[config.mk]
export PLATFORM = sky130hd
export DESIGN_NAME = bf_board_ctrl
export DESIGN_NICKNAME = d
export VERILOG_FILES = /design/src/rtl/bf_board_pkg.sv /design/src/rtl/key_debounce.sv /design/src/rtl/bf_board_ctrl.sv
export SDC_FILE = /design/constraint.sdc
export NUM_CORES = 1
export LEC_CHECK = 0
export CAP_MARGIN = 30
export CORE_MARGIN = 8
export CORE_UTILIZATION = 23
export CTS_CLUSTER_DIAMETER = 200
export DETAILED_ROUTE_END_ITERATION = 10
export SYNTH_ARGS = -nofsm -noshare
export SYNTH_HDL_FRONTEND = slang
export SYNTH_SLANG_ARGS = --single-unit
[constraint.sdc]
create_clock -name clock -period 5.4 [get_ports clock]
set_input_delay 1.08 -clock clock [delete_from_list [all_inputs] [get_ports clock]]
set_output_delay 1.08 -clock clock [all_outputs]
set_load 0.03 [all_outputs]
[src/rtl/bf_board_pkg.sv]
// Shared types and defaults for the bf board control front end.
// Latency: n/a (types and constants only).
// Backpressure: n/a.
package bf_board_pkg;

    typedef enum logic [0:0] {
        MODE_MANUAL = 1'b0,
        MODE_RUN    = 1'b1
    } mode_t;

    localparam int DEF_STEP_KEY        = 1;
    localparam int DEF_PAGE_KEY        = 2;
    localparam int DEF_RUN_KEY         = 3;
    localparam int DEF_DEBOUNCE_CYCLES = 500000;

    // Index width for a channel selector; a single channel still needs one bit.
    function automatic int page_width(input int channels);
        return (channels > 1) ? $clog2(channels) : 1;
    endfunction

endpackage

[src/rtl/key_debounce.sv]
// One push-button: 2-flop synchroniser, stability counter, press pulse.
// Latency: 2 sync + DEBOUNCE_CYCLES to level, +1 to pulse.
// Backpressure: none; free-running, pulse is a one-cycle strobe.
module key_debounce
    import bf_board_pkg::*;
#(
    parameter int DEBOUNCE_CYCLES = DEF_DEBOUNCE_CYCLES
) (
    input  logic clock,
    input  logic resetn,
    input  logic key_n,
    output logic level,
    output logic pulse
);

    localparam int CW = $clog2(DEBOUNCE_CYCLES + 1);
    localparam logic [CW-1:0] CNT_MAX = CW'(DEBOUNCE_CYCLES - 1);

    logic [1:0]    sync;
    logic [CW-1:0] cnt;
    logic          level_d;

    always_ff @(posedge clock or negedge resetn) begin
        if (!resetn) begin
            sync    <= '0;
            cnt     <= '0;
            level   <= 1'b0;
            level_d <= 1'b0;
            pulse   <= 1'b0;
        end else begin
            sync    <= {sync[0], ~key_n};
            level_d <= level;
            pulse   <= level & ~level_d;
            // Any return to the current level restarts the stability count.
            if (sync[1] != level) begin
                if (cnt == CNT_MAX) begin
                    level <= ~level;
                    cnt   <= '0;
                end else begin
                    cnt <= cnt + 1'b1;
                end
            end else begin
                cnt <= '0;
            end
        end
    end

endmodule

[src/rtl/bf_board_ctrl.sv]
// Board control front end: debounced keys, manual/auto step strobe, display page select.
// Latency: step 1 cycle after STEP key pulse; auto-run step every run_rate cycles. Optional BF_BREAKPOINT_EN.
// Backpressure: none; step is a fire-and-forget one-cycle strobe.
module bf_board_ctrl
    import bf_board_pkg::*;
#(
    parameter int NUM_KEYS        = 4,
    parameter int DEBOUNCE_CYCLES = DEF_DEBOUNCE_CYCLES,
    parameter int CHANNELS        = 3,
    parameter int CH_WIDTH        = 8,
    parameter int RATE_WIDTH      = 26,
    parameter int STEP_KEY        = DEF_STEP_KEY,
    parameter int PAGE_KEY        = DEF_PAGE_KEY,
    parameter int RUN_KEY         = DEF_RUN_KEY,
`ifdef BF_BREAKPOINT_EN
    parameter int BP_CHANNEL      = 1,
`endif
    localparam int PAGE_W         = page_width(CHANNELS)
) (
    input  logic                         clock,
    input  logic                         resetn,
    input  logic [NUM_KEYS-1:0]          key_n,
    input  logic [CHANNELS*CH_WIDTH-1:0] ch_data,
    input  logic [RATE_WIDTH-1:0]        run_rate,
`ifdef BF_BREAKPOINT_EN
    input  logic [CH_WIDTH-1:0]          bp_addr,
    input  logic                         bp_enable,
    output logic                         bp_hit,
`endif
    output logic [NUM_KEYS-1:0]          key_level,
    output logic [NUM_KEYS-1:0]          key_pulse,
    output logic                         step,
    output logic                         running,
    output logic [PAGE_W-1:0]            page,
    output logic [CH_WIDTH-1:0]          disp_value
);

    for (genvar k = 0; k < NUM_KEYS; k++) begin : g_key
        key_debounce #(
            .DEBOUNCE_CYCLES(DEBOUNCE_CYCLES)
        ) u_key (
            .clock (clock),
            .resetn(resetn),
            .key_n (key_n[k]),
            .level (key_level[k]),
            .pulse (key_pulse[k])
        );
    end

    mode_t                 state;
    logic [RATE_WIDTH-1:0] rate_cnt;
    logic [RATE_WIDTH-1:0] period_m1;
    logic                  run_pulse;
    logic                  step_pulse;
    logic                  page_pulse;
    logic                  wrap;
    logic                  run_step;
    logic                  bp_stop;

    assign run_pulse  = key_pulse[RUN_KEY];
    assign step_pulse = key_pulse[STEP_KEY];
    assign page_pulse = key_pulse[PAGE_KEY];
    assign period_m1  = (run_rate == '0) ? '0 : run_rate - 1'b1;
    // >= rather than == so a shrunken period wraps on the very next cycle.
    assign wrap       = (state == MODE_RUN) && (rate_cnt >= period_m1);
    assign run_step   = wrap && !run_pulse;
    assign running    = (state == MODE_RUN);
    assign disp_value = ch_data[page*CH_WIDTH +: CH_WIDTH];

`ifdef BF_BREAKPOINT_EN
    logic first_step;

    assign bp_stop = run_step && bp_enable && !first_step &&
                     (ch_data[BP_CHANNEL*CH_WIDTH +: CH_WIDTH] == bp_addr);

    always_ff @(posedge clock or negedge resetn) begin
        if (!resetn) begin
            first_step <= 1'b0;
            bp_hit     <= 1'b0;
        end else begin
            // The first step after entering RUN may sit on the breakpoint itself.
            if (run_pulse && state == MODE_MANUAL) begin
                first_step <= 1'b1;
            end else if (run_step) begin
                first_step <= 1'b0;
            end
            if (bp_stop) begin
                bp_hit <= 1'b1;
            end else if (run_pulse || step_pulse) begin
                bp_hit <= 1'b0;
            end
        end
    end
`else
    assign bp_stop = 1'b0;
`endif

    always_ff @(posedge clock or negedge resetn) begin
        if (!resetn) begin
            state    <= MODE_MANUAL;
            rate_cnt <= '0;
            step     <= 1'b0;
            page     <= '0;
        end else begin
            if (state == MODE_MANUAL) begin
                step <= step_pulse && !run_pulse;
            end else begin
                step <= run_step && !bp_stop;
            end

            if (run_pulse || bp_stop) begin
                state    <= (state == MODE_RUN) ? MODE_MANUAL : MODE_RUN;
                rate_cnt <= '0;
            end else if (state == MODE_RUN) begin
                rate_cnt <= wrap ? '0 : rate_cnt + 1'b1;
            end

            if (page_pulse) begin
                page <= (page == PAGE_W'(CHANNELS - 1)) ? '0 : page + 1'b1;
            end
        end
    end

endmodule

==> impl_results.md, run 1 <==
- Status: complete, no violations
- Effective utilization at floorplan: 0.231
- Max-capacitance violation count: 0
- Top routing layer in use: met4
- Data required, critical path: 5.70 ns
- Buf+Inv Stages, Crit Path: 4
- Root cell of the clock tree: sky130_fd_sc_hd__clkbuf_16
- Total global-route track usage: 0.0890
- Rel. slew slack: 0.439
- Tcrit/Tclk final: 0.935
- Setup bufs post-CTS: 0
- Detailed-router iteration count before antenna repair: 6
- Mean number of vias per cell: 4.46
- Total Nets Final: around 980
- Crit-path max FO: 19
- Post-route core utilization: 0.289
- Routed WL per cell: 12.4 µm
- EDFF count, synth: 0
- Share of post-route cells with drive strength above 1: 0.0835
- Nature of the critical path startpoint: primary input
- Kind of cell with the highest combined delay on the critical path: simple AND/OR/NAND/NOR gates
- Maximum number of pins on one net before global-route repair: 93
- Total Die Area: 37,300 µm²
- Clock net sink count: around 130
- Pins Over Slew Limit: 0
- Most common cell type on the critical path: sky130_fd_sc_hd__buf_4
- Die height: 193 µm
- Leading cell types in the layout, fill and taps excluded: 126 x sky130_fd_sc_hd__dfrtp_1, 109 x sky130_fd_sc_hd__nor2_1, 103 x sky130_fd_sc_hd__nand2_1
- First-pass GRT wire length: 27,400 µm
- DRC errors left: 0
- Shortest period the worst path allows: 5.05 ns
- Post-detailed-routing wire length: 16,100 µm
- Source-to-sink clock delay at the later pin of the worst-skew pair: 0.42 ns
- Core Area: 31,200 µm²
- Syn Nets: 887
- Yosys Warn Count: 0
- Standard-cell row count: 65
- Path type of the worst min-delay path: flop to flop
- Horiz. Die Dim: 193 µm
- Total number of vias: 5,795
- Critical-path cell list: clkdlybuf4s50_1 > or3_4 > or3b_4 > or3_4 > nor2_4 > nand3_2 > or3_1 > buf_4 > nand2_1 > ha_1 > a21oi_1 > o21ai_0 > a221oi_1 > nor2b_1 > o2111ai_1 > buf_4 > buf_4 > o32ai_1
- Average instance area after synthesis: about 9 µm²
- Number of gates resized after CTS: 0
- Max IR drop VDD: 0.000220 V
- DRT iter0 DRCs: 245
- Total standard cell area after synthesis: 7210 µm²
- Port-buffer cells: 75
- Cell area power density: 243 nW/µm²
- Inserted Diodes: 0
- Number of H-tree branching levels: 4
- Total met2 wirelength after detailed routing: 7150 µm
- Critical path endpoint category: flop
- Highest clock frequency the design can meet: 198 MHz
- Cell with the largest stage delay on the worst path: sky130_fd_sc_hd__clkdlybuf4s50_1
- Top Ports: 76
- Critical Path AT: 5.35 ns
- Leading cell type in the layout, fill and taps excluded: sky130_fd_sc_hd__dfrtp_1
- Slew at the pin closest to its max-slew limit: approximately 0.84 ns
- Pre-CTS setup slack: -0.0402 ns
- Top post-synthesis cells by area: sky130_fd_sc_hd__dfrtp_1 44%, sky130_fd_sc_hd__xor2_1 6.4%, sky130_fd_sc_hd__nor2_1 5.7%
- Post-cts hold buffer count: 0
- Routability-driven placement congestion ratio: 0.853
- GRT overflow: 0
- Remaining antenna violation count after routing: 0
- PnR worst setup slack: roughly 0.35 ns
- Post-detailed-placement half-perimeter wirelength: roughly 12,000 µm
- Clock edge transition at the registers on the reported setup and hold paths: 0.05 ns
- Sum of met3 wire segment lengths after detailed routing: 764 µm
- Area share of the leading cell type in the synthesized netlist: 0.437
- Number of buffers created by CTS: 17
- Startpoint of the worst register-to-register path: rate_cnt[3]
- Signed area change from the synthesized netlist to the final layout: 25.3%
- Setup crit start: run_rate[2]
- Hold Fails Final Rpt: 0
- Leakage power: between 3 and 4 nW
- Vias in the first global route: 5,674
- Startpoint of the tightest hold check path: g_key[0].u_key.sync[0]
- Most frequently used flop master after synthesis: sky130_fd_sc_hd__dfrtp_1
- Critical Setup Path Class: primary input to flop
- Sequential area share after synthesis: 0.437
- Fraction of registers with async set/reset: 1.00
- Synthesized instance count: between 700 and 800
- Count of distinct cell types in the synthesized netlist: 57
- Skew final: ~0.0094 ns
- Worst-case clock buffer depth: 2
- Number of antenna violations at the first check in global routing: 0
- RSZ-0062 raised after global routing: false
- Delay of the slowest cell on the worst path: about 0.42 ns
- Finish-stage setup viols: 0
- Flip-flop and latch count after synthesis: 126
- Clock tree from TritonCTS: yes
- Cell taking the most area after synthesis: sky130_fd_sc_hd__dfrtp_1
- Routed metal-1 wire length: 8090 µm
power by group:
group          leakage (nW)  internal [mW]  switching [mW]  total (mW)
registers              1.67          0.956         0.00832       0.964
clock network         0.268          0.673           0.393        1.07
logic                  1.84         0.0790          0.0849       0.164
through the flow:
stage | std cells | TNS (ns) | power [mW] | instance area, µm² | hold WS, ns
after CTS | 1300 | 0 | 2.22 | 9040 | 0.348
after detailed placement | 1270 | -0.0742 | 1.15 | 8490 | 0.336
after global routing | 1300 | 0 | 2.29 | 9040 | 0.354
after floorplan | 799 | 0 | 1.05 | 7210 | 0.331
final | 1300 | 0 | 2.19 | 9040 | 0.347
after global placement | 1270 | 0 | 1.14 | 8490 | 0.331
final cells by class:
cell class / count / area (µm²)
clock buffers: 24 / 492
clock inverters: 6 / 60.1
fillers: 3322 / 22200
inverters: 25 / 93.8
multi-input cells: 619 / 3800
flip-flops and latches: 126 / 3150
well taps: 402 / 503
repair buffers: 98 / 937
synthesized netlist by cell type (4+ instances only):
cell	instances
sky130_fd_sc_hd__dfrtp_1	126
sky130_fd_sc_hd__nor2_1	109
sky130_fd_sc_hd__nand2_1	103
sky130_fd_sc_hd__xor2_1	53
sky130_fd_sc_hd__nand3_1	38
sky130_fd_sc_hd__xnor2_1	33
sky130_fd_sc_hd__ha_1	32
sky130_fd_sc_hd__nand4_1	32
sky130_fd_sc_hd__o21ai_0	32
sky130_fd_sc_hd__a21oi_1	29
sky130_fd_sc_hd__inv_1	25
sky130_fd_sc_hd__nor4_1	18
sky130_fd_sc_hd__nor3_1	17
sky130_fd_sc_hd__clkbuf_1	15
sky130_fd_sc_hd__or3_1	13
sky130_fd_sc_hd__mux2i_1	10
sky130_fd_sc_hd__and3_1	8
sky130_fd_sc_hd__buf_4	8
sky130_fd_sc_hd__nor2b_1	8
sky130_fd_sc_hd__nand2b_1	7
sky130_fd_sc_hd__mux2_2	6
sky130_fd_sc_hd__a21o_1	5
sky130_fd_sc_hd__a22oi_1	5
sky130_fd_sc_hd__a31oi_1	5
sky130_fd_sc_hd__and4_1	5
sky130_fd_sc_hd__or2_2	5
sky130_fd_sc_hd__nor3b_1	4
sky130_fd_sc_hd__o32ai_1	4
registers in the layout, indices dropped and copies added (netlist names):
register,flops
g_key.u_key.cnt,76
rate_cnt,26
g_key.u_key.sync,8
g_key.u_key.level,4
g_key.u_key.level_d,4
g_key.u_key.pulse,4
page,2
running,1
step,1
worst reg2reg max path, delay by kind of cell (launching register included):
kind            cells  cell delay (ns)
fa+ha+maj           1             0.34
buf+inv             2             0.37
compound gates      6             1.31
flops               1             0.46
final timing paths:
check	end	slack, ns	depth (start not counted)
max	rate_cnt[10]	0.35	18
min	g_key[0].u_key.sync[1]	0.35	0
max reg2reg	rate_cnt[10]	2.81	9
min reg2reg	g_key[0].u_key.sync[1]	0.35	0
max in group asynchronous	rate_cnt[15]	3.65	2
min in group asynchronous	g_key[1].u_key.sync[0]	0.75	1
metal layers:
layer / up-vias / track usage
li1: 2952 / -
met2: 86 / 0.135
met5: - / 0
met3: 13 / 0.0230
met4: 0 / 0.0240
met1: 2744 / 0.124
cell families after synthesis:
logic type,synth area share
flops,0.437
simple gates,0.262
fa+ha+maj,0.0555
mux,0.0232
buf+inv,0.0359
xor+xnor,0.104
compound gates,0.0820
(Power assumes the default switching activity.)
==> run 2: changes to the inputs <==
--- a/config.mk
+++ b/config.mk
@@ -10,6 +10,7 @@
 export CORE_UTILIZATION = 23
 export CTS_CLUSTER_DIAMETER = 200
 export DETAILED_ROUTE_END_ITERATION = 10
+export MAX_ROUTING_LAYER = met4
 export SYNTH_ARGS = -nofsm -noshare
 export SYNTH_HDL_FRONTEND = slang
 export SYNTH_SLANG_ARGS = --single-unit
==> run 2 against run 1 <==
Against the previous run:
- global-route usage increased by 0.24 points
- largest power group unchanged
- register-to-register slack about the same
- critical endpoint unchanged
- utilization unchanged
- highest routed layer unchanged
- critical path type unchanged
- largest cell class unchanged
- routed wire length about the same
==> impl_results.md, run 2 (synthesis gave the netlist of run 1 again) <==
- Worst reg-to-reg path cell count: 9 (unchanged)
- Slew at the pin closest to its max-slew limit: 0.843 ns (+0.000964 ns)
- Detailed-router iteration count before antenna repair: 4 (-2)
- Number of gates resized after CTS: 0 (unchanged)
- Path type of the worst min-delay path: flop to flop
- Leading cell types in the layout, fill and taps excluded: 126 x sky130_fd_sc_hd__dfrtp_1, 109 x sky130_fd_sc_hd__nor2_1, 103 x sky130_fd_sc_hd__nand2_1
- Clock tree from TritonCTS: yes
- Buf+Inv Stages, Crit Path: 4 (unchanged)
- RSZ-0062 raised after global routing: false
- Flip-flop count of the largest register, all copies and words added: 76 (unchanged)
- Cell area after placement: 8490 µm² (unchanged)
- Core Area: 31,200 µm² (unchanged)
- Data required, critical path: 5.71 ns (about the same)
- Post-detailed-placement half-perimeter wirelength: 11,600 µm (unchanged)
- Max-capacitance violation count: 0 (unchanged)
- Routability-driven placement congestion ratio: 0.866 (+1.6%)
- Mean number of vias per cell: 4.46 (unchanged)
- Inserted Diodes: 0 (unchanged)
- Kind of cell with the highest combined delay on the critical path: simple AND/OR/NAND/NOR gates
- Pins Over Slew Limit: 0 (unchanged)
- Cell with the largest stage delay on the worst path: sky130_fd_sc_hd__clkdlybuf4s50_1
- Number of placed cells counting well taps: 1,270 (unchanged)
- Clock net sink count: 126 (unchanged)
- Highest clock frequency the design can meet: 199 MHz (+0.18%)
- Share of post-route cells with drive strength above 1: 0.0835 (unchanged)
- First-pass GRT wire length: 27,400 µm (about the same)
- Total Nets Final: 975 (unchanged)
- DRT iter0 DRCs: 228 (-6.9%)
- Power Internal: 1.71 mW (about the same)
- Share of total power in sequential cells: 0.439 (about the same)
- Status: complete, no violations
- Port-buffer cells: 75 (unchanged)
- Top Ports: 76 (unchanged)
- Rel. slew slack: 0.438 (-0.000642)
- Number of H-tree branching levels: 4 (unchanged)
- Top reg by flops: g_key.u_key.cnt
- Hold Fails Final Rpt: 0 (unchanged)
- Tcrit/Tclk final: 0.933 (-0.00167)
- Clk network pwr share: 0.486 (about the same)
- Clock edge transition at the registers on the reported setup and hold paths: 0.05 ns (about the same)
- Number of antenna violations at the first check in global routing: 0 (unchanged)
- Total number of vias: 5,795 (unchanged)
- Maximum number of pins on one net before global-route repair: 93 (unchanged)
- Signed area change from the synthesized netlist to the final layout: 25.3% (unchanged)
- Total global-route track usage: 0.0914 (+0.00241)
- Post-cts hold buffer count: 0 (unchanged)
- Critical-path cell list: clkdlybuf4s50_1 > or3_4 > or3b_4 > or3_4 > nor2_4 > nand3_2 > or3_1 > buf_4 > nand2_1 > ha_1 > a21oi_1 > o21ai_0 > a221oi_1 > nor2b_1 > o2111ai_1 > buf_4 > buf_4 > o32ai_1
- Critical path endpoint category: flop
- Psw: 0.486 mW (+0.14%)
- Nature of the critical path startpoint: primary input
- Leading cell type in the layout, fill and taps excluded: sky130_fd_sc_hd__dfrtp_1
- Biggest regs: g_key.u_key.cnt (76), rate_cnt (26), g_key.u_key.sync (8)
- Setup bufs post-CTS: 0 (unchanged)
- Die height: 193 µm (unchanged)
- Remaining antenna violation count after routing: 0 (unchanged)
- Count of placed standard cells in the final layout, fillers left out: 1,300 (unchanged)
- Skew final: 0.0105 ns (+0.00114 ns)
- Critical Setup Path Class: primary input to flop
- Worst-case clock buffer depth: 2 (unchanged)
- GRT overflow: 0 (unchanged)
- Routed WL per cell: 12.4 µm (about the same)
- DRC errors left: 0 (unchanged)
- Number of buffers created by CTS: 17 (unchanged)
- Finish-stage setup viols: 0 (unchanged)
- Switching power share of the total: 0.222 (+0.000252)
- Total Die Area: 37,300 µm² (unchanged)
- Finished Cell Area: 9040 µm² (unchanged)
- PnR worst setup slack: 0.363 ns (+0.00904 ns)
- Root cell of the clock tree: sky130_fd_sc_hd__clkbuf_16
- Post-detailed-routing wire length: 16,100 µm (about the same)
- Delay of the slowest cell on the worst path: 0.42 ns (about the same)
- Shortest period the worst path allows: 5.04 ns (-0.00904 ns)
- Crit-path max FO: 19 (unchanged)
- Combinational fraction of design power: 0.075 (about the same)
- Standard-cell row count: 65 (unchanged)
- Setup Total Neg Slack: 0 ns (unchanged)
- Source-to-sink clock delay at the later pin of the worst-skew pair: 0.42 ns (about the same)
- Most common cell type on the critical path: sky130_fd_sc_hd__buf_4
- Max IR drop VDD: 0.000221 V (+0.43%)
- Logic depth of the worst path, buffers included: 18 (unchanged)
- Tot Pwr: 2.19 mW (about the same)
- Leakage power: 3.77 nW (unchanged)
- Effective utilization at floorplan: 0.231 (unchanged)
- Cell area power density: 243 nW/µm² (about the same)
- Critical Path AT: 5.34 ns (about the same)
- Count of cells along the worst hold path: 0 (unchanged)
- Pre-CTS setup slack: -0.0402 ns (unchanged)
- Horiz. Die Dim: 193 µm (unchanged)
- Vias in the first global route: 5,655 (-0.33%)
## run 2: routing by layer
layer | wire length, µm | GRT usage | up-vias
met2 | 7160 | 0.135 | 93
met5 | 0 | - | -
met4 | 141 | 0.0222 | 0
met1 | 8100 | 0.124 | 2732
met3 | 736 | 0.0232 | 16
li1 | - | - | 2954
## run 2: area by class of cell
type | instances | area, µm²
Clock buffer | 24 | 492
Clock inverter | 6 | 60.1
Timing Repair Buffer | 98 | 937
Inverter | 25 | 93.8
Fill cell | 3322 | 22200
Sequential cell | 126 | 3150
Multi-Input combinational cell | 619 | 3800
Tap cell | 402 | 503
## run 2: power groups by stage
stage	Sequential [mW]	Combinational, mW	Clock [mW]
2_1_floorplan	0.979	0.0709	0
3_3_place_gp	0.980	0.164	0
3_5_place_dp	0.980	0.165	0
4_1_cts	0.964	0.167	1.09
5_1_grt	0.965	0.185	1.14
6_report	0.964	0.164	1.07
## run 2: path summary, 6_finish.rpt
check | slack (ns) | end | startpoint
setup reg to reg | 2.81 | rate_cnt[10] | rate_cnt[3]
min in group asynchronous | 0.75 | g_key[1].u_key.sync[0] | resetn
hold / removal | 0.35 | g_key[0].u_key.sync[1] | g_key[0].u_key.sync[0]
hold reg to reg | 0.35 | g_key[0].u_key.sync[1] | g_key[0].u_key.sync[0]
max in group asynchronous | 3.65 | rate_cnt[15] | resetn
setup / recovery | 0.36 | rate_cnt[10] | run_rate[2]
## run 2: worst register-to-register path: cells and delay by family (launching register included)
kind | cells | cell delay, ns
AO/OA/AOI/OAI | 6 | 1.31
flip-flops | 1 | 0.46
buffers and inverters | 2 | 0.37
adder cells (fa/ha/maj) | 1 | 0.34
## run 2: metrics by stage
stage,util,hold WS (ns)
after floorplan,-,0.331
after global placement,0.272,0.331
after detailed placement,0.272,0.336
after CTS,0.289,0.348
after global routing,0.289,0.354
final,0.289,0.348
==> run 3: changes to the inputs <==
--- a/config.mk
+++ b/config.mk
@@ -6,7 +6,7 @@
 export NUM_CORES = 1
 export LEC_CHECK = 0
 export CAP_MARGIN = 30
-export CORE_MARGIN = 8
+export CORE_MARGIN = 10
 export CORE_UTILIZATION = 23
 export CTS_CLUSTER_DIAMETER = 200
 export DETAILED_ROUTE_END_ITERATION = 10
==> run 3 against run 2 <==
Against the previous run:
- clock-buffer cell count is 2 lower
- clock skew shrank 0.0041 ns
- critical path depth grew 1
- first-iteration DRC count up 63%
- largest cell class unchanged
- die area increased by 4.2%
- critical path type unchanged
==> impl_results.md, run 3 (synthesis gave the netlist of run 1 again) <==
- Status: complete, no violations
- Delay of the slowest cell on the worst path: 0.42 ns (about the same)
- Count of cells along the worst hold path: 0 (unchanged)
- Inserted Diodes: 0 (unchanged)
- Rel. slew slack: 0.352 (-0.0862)
- Cell area after placement: 8460 µm² (-0.37%)
- Root cell of the clock tree: sky130_fd_sc_hd__clkbuf_16
- Mean number of vias per cell: 4.50 (+0.91%)
- Top reg by flops: g_key.u_key.cnt
- Cell with the largest stage delay on the worst path: sky130_fd_sc_hd__clkdlybuf4s50_1
- Pre-CTS setup slack: -0.0127 ns (+0.0275 ns)
- Critical Setup Path Class: primary input to flop
- Number of H-tree branching levels: 4 (unchanged)
- Routability-driven placement congestion ratio: 0.822 (-5.2%)
- Psw: 0.504 mW (+3.5%)
- Power Internal: 1.75 mW (+2.3%)
- Cell area power density: 249 nW/µm² (+2.5%)
- Slew at the pin closest to its max-slew limit: 0.964 ns (+0.122 ns)
- Switching power share of the total: 0.224 (+0.00209)
- RSZ-0062 raised after global routing: false
- Finished Cell Area: 9040 µm² (about the same)
- Leading cell type in the layout, fill and taps excluded: sky130_fd_sc_hd__dfrtp_1
- Clock edge transition at the registers on the reported setup and hold paths: 0.06 ns (about the same)
- Max IR drop VDD: 0.000233 V (+5.6%)
- Total Die Area: 38,800 µm² (+4.2%)
- Setup Total Neg Slack: 0 ns (unchanged)
- Clock tree from TritonCTS: yes
- Vias in the first global route: 5,789 (+2.4%)
- Buf+Inv Stages, Crit Path: 5 (+1)
- Combinational fraction of design power: 0.072 (-0.003)
- DRT iter0 DRCs: 371 (+63%)
- Critical Path AT: 5.31 ns (-0.03 ns)
- Finish-stage setup viols: 0 (unchanged)
- Tcrit/Tclk final: 0.926 (-0.00642)
- Clk network pwr share: 0.500 (+0.014)
- Standard-cell row count: 64 (-1.5%)
- GRT overflow: 0 (unchanged)
- Clock net sink count: 126 (unchanged)
- Remaining antenna violation count after routing: 0 (unchanged)
- Post-detailed-placement half-perimeter wirelength: 12,300 µm (+5.6%)
- Total number of vias: 5,821 (+0.45%)
- Source-to-sink clock delay at the later pin of the worst-skew pair: 0.41 ns (about the same)
- Critical-path cell list: clkdlybuf4s50_1 > or3_4 > or3b_4 > or3_4 > nor2_4 > nand3_2 > or3_1 > buf_4 > nand2_1 > ha_1 > o21a_1 > a21oi_1 > o21ai_0 > a211oi_1 > buf_4 > o2111ai_1 > buf_4 > buf_4 > o32ai_1
- Data required, critical path: 5.70 ns (about the same)
- Shortest period the worst path allows: 5.00 ns (-0.0347 ns)
- Critical path endpoint category: flop
- Max-capacitance violation count: 0 (unchanged)
- Top Ports: 76 (unchanged)
- Core Area: 30,700 µm² (-1.5%)
- R2R Path End: rate_cnt[20]
- Most common cell type on the critical path: sky130_fd_sc_hd__buf_4
- Horiz. Die Dim: 197 µm (+2.1%)
- Flip-flop count of the largest register, all copies and words added: 76 (unchanged)
- Detailed-router iteration count before antenna repair: 5 (+1)
- Post-cts hold buffer count: 0 (unchanged)
- Post-detailed-routing wire length: 16,800 µm (+4.0%)
- Leading cell types in the layout, fill and taps excluded: 126 x sky130_fd_sc_hd__dfrtp_1, 109 x sky130_fd_sc_hd__nor2_1, 103 x sky130_fd_sc_hd__nand2_1
- Share of total power in sequential cells: 0.428 (-0.011)
- Biggest regs: g_key.u_key.cnt (76), rate_cnt (26), g_key.u_key.sync (8)
- Maximum number of pins on one net before global-route repair: 58 (-38%)
- Startpoint of the worst register-to-register path: rate_cnt[1]
- Worst reg-to-reg path cell count: 8 (-1)
- Nature of the critical path startpoint: primary input
- Total Nets Final: 974 (-0.10%)
- Tot Pwr: 2.25 mW (+2.6%)
- Pins Over Slew Limit: 0 (unchanged)
- Total global-route track usage: 0.0907 (-0.000706)
- Port-buffer cells: 75 (unchanged)
- Leakage power: 3.78 nW (about the same)
- Die height: 197 µm (+2.1%)
- Hold EP: g_key[1].u_key.sync[1]
- Signed area change from the synthesized netlist to the final layout: 25.4% (about the same)
- PnR worst setup slack: 0.397 ns (+0.0347 ns)
- Share of post-route cells with drive strength above 1: 0.0857 (+0.00223)
- Kind of cell with the highest combined delay on the critical path: simple AND/OR/NAND/NOR gates
- Hold Fails Final Rpt: 0 (unchanged)
- Minimum setup slack among reg-to-reg paths: 2.57 ns (-0.24 ns)
- Number of antenna violations at the first check in global routing: 0 (unchanged)
- DRC errors left: 0 (unchanged)
- Skew final: 0.00648 ns (-0.00407 ns)
- Startpoint of the tightest hold check path: g_key[1].u_key.sync[0]
- First-pass GRT wire length: 28,700 µm (+4.9%)
- Path type of the worst min-delay path: flop to flop
- Highest clock frequency the design can meet: 200 MHz (+0.69%)
- Effective utilization at floorplan: 0.235 (+0.00361)
- Number of buffers created by CTS: 17 (unchanged)
- Crit-path max FO: 19 (unchanged)
- Routed WL per cell: 13.0 µm (+4.5%)
- Worst-case clock buffer depth: 2 (unchanged)
[run 3: final cells by class]
cell class                 instances  area (µm²)
fill                            3227       21700
multi-input combinational        619        3800
sequential                       126        3150
timing repair buffer              97         913
tap                              396         495
clock buffer                      22         474
clock inverter                     9         110
inverter                          25        93.8
[run 3: how the worst max path moves through the flow]
stage,startpoint,endpoint,depth (start not counted)
2_1_floorplan,run_rate[2],rate_cnt[19],18
3_3_place_gp,run_rate[2],rate_cnt[4],19
3_5_place_dp,run_rate[2],rate_cnt[9],19
4_1_cts,run_rate[2],rate_cnt[9],19
5_1_grt,run_rate[2],rate_cnt[9],19
6_report,run_rate[2],rate_cnt[9],19
[run 3: repair_timing]
| item | in CTS | in global routing |
|---|---|---|
| buffers inserted | 0 | 0 |
| endpoints found under the setup margin | 0 | 1 |
| endpoints found under the hold margin | 0 | 0 |
| resized for setup | 0 | 1 |
[run 3: power groups by stage]
stage / Sequential, mW / Clock [mW] / Combinational (mW)
6_report: 0.964 / 1.12 / 0.162
5_1_grt: 0.965 / 1.20 / 0.184
4_1_cts: 0.964 / 1.15 / 0.166
3_5_place_dp: 0.980 / 0 / 0.164
3_3_place_gp: 0.980 / 0 / 0.162
2_1_floorplan: 0.979 / 0 / 0.0709
[run 3: worst reg2reg max path: stages, from the launching register on]
cell and delay [ns]:
sky130_fd_sc_hd__dfrtp_1 0.40, sky130_fd_sc_hd__ha_1 0.21, sky130_fd_sc_hd__nand3_1 0.13, sky130_fd_sc_hd__or2_2 0.36
sky130_fd_sc_hd__nor3_1 0.80, sky130_fd_sc_hd__nand2_1 0.29, sky130_fd_sc_hd__nor3b_1 0.29, sky130_fd_sc_hd__nand3_1 0.10
sky130_fd_sc_hd__a21oi_1 0.16
[run 3: routing by layer]
metal  wire length (µm)  vias up  share of wire  global-route usage
met4                236        0          0.014              0.0316
met1               8270     2752           0.49               0.117
met5                  0        -              0                   -
li1                   -     2961              -                   -
met2               7600       93           0.45               0.141
met3                689       15          0.041              0.0158
[run 3: stage by stage]
step | instances | hold WS, ns | utilization
2_1_floorplan | 799 | 0.331 | -
3_3_place_gp | 1263 | 0.335 | 0.275
3_5_place_dp | 1263 | 0.336 | 0.275
4_1_cts | 1294 | 0.349 | 0.294
5_1_grt | 1294 | 0.354 | 0.294
6_report | 1294 | 0.346 | 0.294
